**config.mk**
```make
export PLATFORM = sky130hd
export DESIGN_NAME = reduce_mod_pseudo_mersenne
export DESIGN_NICKNAME = d
export VERILOG_FILES = /design/src/rtl/reduce_pkg.sv /design/src/rtl/pm_fold_unit.sv /design/src/rtl/reduce_mod_pseudo_mersenne.sv
export SDC_FILE = /design/constraint.sdc
export NUM_CORES = 2
export LEC_CHECK = 0
export BUFFER_PORTS_ARGS = -buffer_cell sky130_fd_sc_hd__buf_4
export CORE_UTILIZATION = 50
export DETAILED_ROUTE_END_ITERATION = 8
export GPL_ROUTABILITY_DRIVEN = 0
export GPL_TIMING_DRIVEN = 0
export PLACE_DENSITY_LB_ADDON = 0.25
export SLEW_MARGIN = 20
export SYNTH_ARGS = -nofsm -noshare
export SYNTH_HDL_FRONTEND = slang
export SYNTH_SLANG_ARGS = --single-unit
```
**constraint.sdc**
```tcl
create_clock -name clk -period 11.1 [get_ports clk]
set_input_delay 0.555 -clock clk [delete_from_list [all_inputs] [get_ports clk]]
set_output_delay 0.555 -clock clk [all_outputs]
set_load 0.1 [all_outputs]
```
**src/rtl/reduce_pkg.sv**
```systemverilog
// Shared types and constants for pseudo-Mersenne reduction.
// Defaults describe the Poly1305 field, P = 2^130 - 5.
package reduce_pkg;

   localparam int POLY1305_BITS = 130;
   localparam int POLY1305_C    = 5;
   localparam int PM_MAX_BITS   = 512;

   typedef enum logic [1:0] {
      IDLE,
      FOLD,
      FINAL,
      DONE
   } state_e;

   function automatic logic [PM_MAX_BITS-1:0] pm_modulus(
      input int n,
      input int c
   );
      logic [PM_MAX_BITS-1:0] one;
      one = PM_MAX_BITS'(1);
      return (one << n) - PM_MAX_BITS'(c);
   endfunction

endpackage

```
**src/rtl/pm_fold_unit.sv**
```systemverilog
// One combinational fold: x -> hi*C + lo, with a flag that hi is zero.
// With hi == 0 the fold is an identity.
module pm_fold_unit #(
   parameter int WORK_BITS = 259,
   parameter int MOD_BITS  = 130,
   parameter int MOD_C     = 5,
   parameter int C_BITS    = 3
) (
   input  logic [WORK_BITS-1:0] work_i,
   output logic [WORK_BITS-1:0] fold_o,
   output logic                 hi_zero_o
);

   localparam int HI_BITS = WORK_BITS - MOD_BITS;

   logic [HI_BITS-1:0]  hi;
   logic [MOD_BITS-1:0] lo;
   logic [C_BITS-1:0]   c;

   assign hi = work_i[WORK_BITS-1:MOD_BITS];
   assign lo = work_i[MOD_BITS-1:0];
   assign c  = C_BITS'(MOD_C);

   assign fold_o = ({{MOD_BITS{1'b0}}, hi}
                    * {{(WORK_BITS-C_BITS){1'b0}}, c})
                   + {{HI_BITS{1'b0}}, lo};

   assign hi_zero_o = (hi == '0);

endmodule

```
**src/rtl/reduce_mod_pseudo_mersenne.sv**
```systemverilog
// Streaming x mod (2^MOD_BITS - MOD_C) by iterative folding.
// Define REDUCE_CONST_TIME_EN for a fixed MAX_FOLDS fold count.
module reduce_mod_pseudo_mersenne
   import reduce_pkg::*;
#(
   parameter int IN_BITS   = 258,
   parameter int MOD_BITS  = POLY1305_BITS,
   parameter int MOD_C     = POLY1305_C,
   parameter int C_BITS    = 3,
   parameter int MAX_FOLDS = 3,
   parameter int TAG_BITS  = 4
) (
   input  logic                clk,
   input  logic                reset,
   input  logic                in_valid,
   output logic                in_ready,
   input  logic [IN_BITS-1:0]  in_data,
   input  logic [TAG_BITS-1:0] in_tag,
   output logic                out_valid,
   input  logic                out_ready,
   output logic [MOD_BITS-1:0] out_data,
   output logic [TAG_BITS-1:0] out_tag,
   output logic                out_err,
   output logic                busy
);

   localparam int WORK_BITS = IN_BITS + 1;
   localparam int CNT_BITS  = $clog2(MAX_FOLDS + 1);
   localparam logic [WORK_BITS-1:0] P =
      WORK_BITS'(pm_modulus(MOD_BITS, MOD_C));
   localparam logic [CNT_BITS-1:0] LAST_CNT =
      CNT_BITS'(MAX_FOLDS - 1);

   state_e              state_q, state_d;
   logic [WORK_BITS-1:0] work_q, work_d;
   logic [CNT_BITS-1:0]  fold_cnt_q, fold_cnt_d;
   logic [TAG_BITS-1:0]  tag_q, tag_d;
   logic [MOD_BITS-1:0]  out_data_q, out_data_d;
   logic [TAG_BITS-1:0]  out_tag_q, out_tag_d;
   logic                 out_err_q, out_err_d;
   logic                 out_valid_q, out_valid_d;

   logic [WORK_BITS-1:0] fold;
   logic                 hi_zero;
   logic                 last_fold;

   pm_fold_unit #(
      .WORK_BITS (WORK_BITS),
      .MOD_BITS  (MOD_BITS),
      .MOD_C     (MOD_C),
      .C_BITS    (C_BITS)
   ) u_fold (
      .work_i    (work_q),
      .fold_o    (fold),
      .hi_zero_o (hi_zero)
   );

`ifdef REDUCE_CONST_TIME_EN
   assign last_fold = (fold_cnt_q == LAST_CNT) | (hi_zero & 1'b0);
`else
   assign last_fold = (fold_cnt_q == LAST_CNT) | hi_zero;
`endif

   always_comb begin
      state_d     = state_q;
      work_d      = work_q;
      fold_cnt_d  = fold_cnt_q;
      tag_d       = tag_q;
      out_data_d  = out_data_q;
      out_tag_d   = out_tag_q;
      out_err_d   = out_err_q;
      out_valid_d = out_valid_q;
      unique case (state_q)
         IDLE: begin
            if (in_valid) begin
               work_d     = {1'b0, in_data};
               tag_d      = in_tag;
               fold_cnt_d = '0;
               state_d    = FOLD;
            end
         end
         FOLD: begin
            work_d     = fold;
            fold_cnt_d = fold_cnt_q + CNT_BITS'(1);
            if (last_fold) state_d = FINAL;
         end
         FINAL: begin
            out_err_d   = |work_q[WORK_BITS-1:MOD_BITS];
            out_data_d  = MOD_BITS'((work_q >= P) ? work_q - P : work_q);
            out_tag_d   = tag_q;
            out_valid_d = 1'b1;
            state_d     = DONE;
         end
         DONE: begin
            // out_data deliberately keeps its last value
            if (out_ready) begin
               out_valid_d = 1'b0;
               out_err_d   = 1'b0;
               state_d     = IDLE;
            end
         end
      endcase
   end

   always_ff @(posedge clk or posedge reset) begin
      if (reset) begin
         state_q     <= IDLE;
         work_q      <= '0;
         fold_cnt_q  <= '0;
         tag_q       <= '0;
         out_data_q  <= '0;
         out_tag_q   <= '0;
         out_err_q   <= 1'b0;
         out_valid_q <= 1'b0;
      end else begin
         state_q     <= state_d;
         work_q      <= work_d;
         fold_cnt_q  <= fold_cnt_d;
         tag_q       <= tag_d;
         out_data_q  <= out_data_d;
         out_tag_q   <= out_tag_d;
         out_err_q   <= out_err_d;
         out_valid_q <= out_valid_d;
      end
   end

   assign in_ready  = (state_q == IDLE);
   assign busy      = (state_q != IDLE);
   assign out_valid = out_valid_q;
   assign out_data  = out_data_q;
   assign out_tag   = out_tag_q;
   assign out_err   = out_err_q;

endmodule

```
# Yosys cells after proc, flatten, opt, wreduce, memory -nomap -nowiden
# Index checks and enable logic that the tools add are counted.
# word_totals
out_inout_bits,138
n_memories,0
input_bits,266
latch_bits,0
rom_bits,0
ramBits,0
elab_cells,43
ff_bits,403
# op_classes
addsub,3
n_mux,12
div,0
shifts,0
multipliers,1
reduce_logical,10
bitwise,1
n_eq_ne,7
magnitude_cmp,1
# op_table
cell,n
$pmux 259 s2,1
$ge 259x130->1 const B,1
$mux 259,1
$add 132x130->133,1
$mul 129x3->132 const B,1
$mux 130,1
$sub 130x130->130 const B,1
$logic_not 129->1,1
$reduce_or 129->1,1
$mux 2,4
$pmux 2 s4,1
$eq 2x2->1 const B,3
$ne 2x2->1 const B,3
$reduce_and 2->1,3
$reduce_bool 2->1,3
$pmux 1 s2,2
$pmux 2 s2,1
$reduce_and 3->1,1
$add 2x1->2 const B,1
$eq 2x1->1 const B,1
$logic_not 2->1,1
$mux 1,1
$or 1x1->1,1

# Logic depth before layout (Yosys ltp)
# logic_depth
depth_word,4
depth_mapped,18
depth_no_buf,17

# Modules after synthesis
# From an unflattened synthesis, not the netlist that was laid out.
# unflattened
hier_cells,4740
area_unflattened_um2,38483.2
# by_module_without_submodules
module,area_per_inst_um2,cells_per_inst,instances,seq_area_each_um2
reduce_mod_pseudo_mersenne,21660.8,2280,1,10084.7
pm_fold_unit,16822.4,2460,1,0.0

# Worst setup path after synthesis
# OpenSTA, ideal clock, no wires.
# synth_path
path_type,flip-flop to flip-flop
from,register work_q[183]
to,register work_q[131]
setup_ps,82
period_less_slack_ps,4414
slack_ps,6686
n_path_buf,1
required_time_ps,11018
t_arrival_ps,4332
path_stages_with_launch,19
path_cell_list,dfrtp_1 ha_1 inv_1 fa_1 inv_1 ha_1 buf_4 nand4_4 or2_1 nor4_2 nand2_1 or3_1 o221a_1 a21o_1 o41a_1 o21ai_2 a221oi_2 or3b_1 a31oi_1
# synth_between
elab_chain_cells,3
# synth_lines
element,line_no,source
start: declaration,reduce_mod_pseudo_mersenne.sv:35,"logic [WORK_BITS-1:0] work_q, work_d;"
start signal: assignment,reduce_mod_pseudo_mersenne.sv:117,work_q <= work_d;
$mul 129x3->132,pm_fold_unit.sv:25,"* {{(WORK_BITS-C_BITS){1'b0}}, c})"
$add 132x130->133,pm_fold_unit.sv:26,"+ {{HI_BITS{1'b0}}, lo};"
$pmux 259 s2,reduce_mod_pseudo_mersenne.sv:73,unique case (state_q)
# Every way passes these cells.
# A chain may end at the register's enable or synchronous reset.

# Worst setup path in the final report
# layout_path
from,register work_q[160]
to,register work_q[101]
# The elaborated chain is that of the path after synthesis.

==> summary.log <==
qor: run_status.status finished clean
qor: synthesis.async_reset_ff_share 100%
qor: grt.via_count_of_the_first_global_routing_pass 29668
qor: grt.pin_count_of_the_biggest_net_entering_global_routing 36
qor: cts.cts.repair_timing.setup_buffer_count 0
qor: placed_design.buffer_ports.inserted 403
qor: timing.timing.fmax 0.176 GHz
qor: timing.finalWorstPathRequiredPeriod 5690 ps
qor: critical_path.critical_path_buf_inv_count 4
qor: synthesis.number_of_enable_flip_flop_cells_after_synthesis 0
qor: timing.clock_skew 16.4 ps
qor: critical_path.critPathSlowestCell a21oi_1
qor: timing.worst-slew-pin-transition 1170 ps
qor: critical_path.critical_path_depth 18
qor: critical_path.cell_repeated_most_along_the_worst_path inv_1
qor: timing.hold_viol_final 0
qor: critical_path.cp-start-kind flop
qor: detailed_routing.routed-via-count 30564
qor: die.dieWidth 258 microns
qor: finish.mostFrequentLayoutCell inv_1
qor: synthesis.syn_nets 4523
qor: cts.clock_path_buffers 3
qor: grt.grt_use_total 34.3%
qor: synthesis.syn_avg_cell_area 8.46 sq um
qor: timing.final.setup.worst_slack 5410 ps
qor: grt.global_route_wire_length_before_repair 174000 microns
qor: finish.mostFrequentLayoutCells inv_1, buf_4, dfrtp_1, a21oi_1, nor2_1
qor: finish.multi_input_comb_area 0.0197 sq mm
qor: placed_design.placement.setup.worst_slack 5550 ps
qor: die.floorplan.die.height 258 microns
qor: synthesis.synth_top_area_share 30.8%
qor: critical_path.criticalPathCategory flop to flop
qor: cts.cts-buffers-inserted 46
qor: finish.synthToLayoutAreaGrowth 18.6%
qor: finish.num-fill-cells 5790
qor: synthesis.synthesis_stage_register_bit_count 402
qor: worst_hold_path.hp-class input pin to asynchronous set/reset pin
qor: detailed_routing.detail_route.iter0.violations 2855
qor: detailed_routing.postRouteWirelength 116000 microns
qor: critical_path.worstPathCellList ha_1, inv_1, fa_1, inv_1, ha_1, clkbuf_1, nand4_1, nor3_1, inv_1, nor3_1, o211ai_1, a21oi_1, nor2_1, o41a_1, o41a_1, xnor2_1, nor2_1, a221oi_1
qor: synthesis.synth-seq-area-share 30.8%
qor: finish.seq_area 0.0101 sq mm
qor: synthesis.yosys_warning_total 0
qor: critical_path.cpLargestDelayFamily compound AO/OA/AOI/OAI gates
qor: timing.max-slew-margin-rel 22.0%
qor: detailed_routing.route.detailed.vias_per_inst 5.84
qor: die.initial_standard_cell_utilization_of_the_core 50.6%
qor: critical_path.required 11600 ps
qor: placed_design.place_hpwl 92800 microns
qor: finish.share_of_cells_above_drive_strength_1 13.1%
qor: synthesis.syn-cell-area 0.0327 sq mm
qor: detailed_routing.detailedRoute.firstPassIterationCount 5
qor: critical_path.crit_path_max_incr_delay 590 ps
qor: run.maxCapViolations 0
qor: grt.gr-total-overflow 0
qor: timing.timing.final.crit_share 51.3%
qor: synthesis.post_synth_num_cell_types 87
qor: timing.maxSlewViolCount 0
qor: die.placeableCoreArea 0.0646 sq mm
qor: synthesis.synthesis.instances 3865
qor: synthesis.synth_top_cell_by_area dfrtp_1
qor: cts.hold_buffers 0
qor: detailed_routing.remaining_drc_errors 0
qor: critical_path.critPathMaxFanout 7
qor: cts.worst_setup_hold_path_clk_slew 60 ps
qor: detailed_routing.drtAntennaViolNets 0
qor: timing.setup_viol 0
qor: die.die_area 0.0664 sq mm
qor: critical_path.timing.critical_path.to_type flop
qor: synthesis.synthFlopType dfrtp_1
qor: timing.timing.setup.tns 0 ps
qor: cts.clk-insertion-delay-late 600 ps
qor: die.io_pins 404
qor: detailed_routing.wl_per_cell 22.1 microns
qor: cts.clock_sinks 402
qor: cts.htree_num_levels 2
qor: timing.rsz0062_at_grt no
qor: cts.ctsRootBufferMaster clkbuf_16
qor: critical_path.worstRegToRegCells 18
qor: cts.tritoncts yes
qor: synthesis.synth.top_cells.by_area dfrtp_1, ha_1, fa_1
qor: grt.grt_antenna_before_repair 9
qor: cts.cts_resized 0
qor: critical_path.worstPathArrival 6190 ps
qor: die.rows 93
qor: finish.final_net_count 4990
## per-stage QoR
| step | cells | hold WS, ps | utilization (%) | cell area, sq um |
|---|---|---|---|---|
| floorplan | 3865 | 450 | - | 32700 |
| detailed placement | 5139 | 486 | 57.5 | 37100 |
| CTS | 5224 | 32.6 | 60.0 | 38800 |
| finish | 5231 | 37.1 | 60.1 | 38800 |
| global placement | 5123 | 469 | 57.0 | 36800 |
| global route | 5229 | 65.9 | 60.1 | 38800 |
## routing by layer
metal | routed length [microns] | track usage (%) | up-vias
met5 | 50 | 0 | -
met2 | 51500 | 53.3 | 1443
li1 | - | - | 14104
met1 | 46500 | 45.2 | 14693
met3 | 11300 | 7.56 | 316
met4 | 6260 | 17.3 | 8
## sequential cells by signal (all words and copies together) (netlist names)
register	count
fold_cnt_q	2
out_data	130
out_err	1
out_tag	4
out_valid	1
state_q	2
tag_q	4
work_q	258
## cells in the mapped netlist, drive strengths merged, types with 4 or more instances
library cell / count
o21ai: 203
o21bai: 30
a31oi: 17
a22o: 126
a21boi: 15
nand3: 63
mux2i: 60
xor2: 52
nor2b: 10
fa: 127
nor2: 295
a211o: 4
o21a: 27
o221ai: 5
nand2: 281
nor3: 54
o41ai: 6
o41a: 4
or3: 11
ha: 265
mux2: 9
nand4: 89
clkbuf: 146
nor4: 61
and3: 49
o22ai: 12
a211oi: 11
o31ai: 8
a31o: 4
dfrtp: 402
a21oi: 397
or4: 8
a22oi: 13
a221oi: 9
o211ai: 11
and4: 19
buf: 21
nand2b: 11
or2: 11
a21o: 44
and2: 17
xnor2: 204
inv: 616
## path summary, 6_finish.rpt
check	start	end	slack (ps)
setup / recovery	work_q[160]	work_q[101]	5410
hold reg to reg	fold_cnt_q[0]	fold_cnt_q[0]	500
setup reg to reg	work_q[160]	work_q[101]	5410
min in group clk	in_data[210]	work_q[210]	170
hold / removal	reset	out_data[52]	40
max in group asynchronous	reset	out_data[117]	9720
## final cells by class
cell class              count  area share [%]
multi-input cells        2680            50.8
flip-flops and latches    402            25.9
repair buffers            419            8.60
inverters                 616            5.97
clock buffers              65            3.55
well taps                 855            2.76
plain buffers             167            1.71
clock inverters            20           0.668
diodes                      7          0.0452
## cell families (layout without fill, tap and decap cells)
group	count (synthesis)	count (layout)	share of synthesized area, %
AO/OA/AOI/OAI	973	973	18.6
XOR/XNOR	256	256	6.86
adder cells (fa/ha/maj)	392	392	17.9
buffers and inverters	783	1287	9.08
flip-flops	402	402	30.8
multiplexers	69	69	2.15
other	0	7	0
AND/OR/NAND/NOR	990	990	14.7
Power is not shown: default switching activity piles up to over one toggle a cycle in this logic, so the estimate is an artifact.
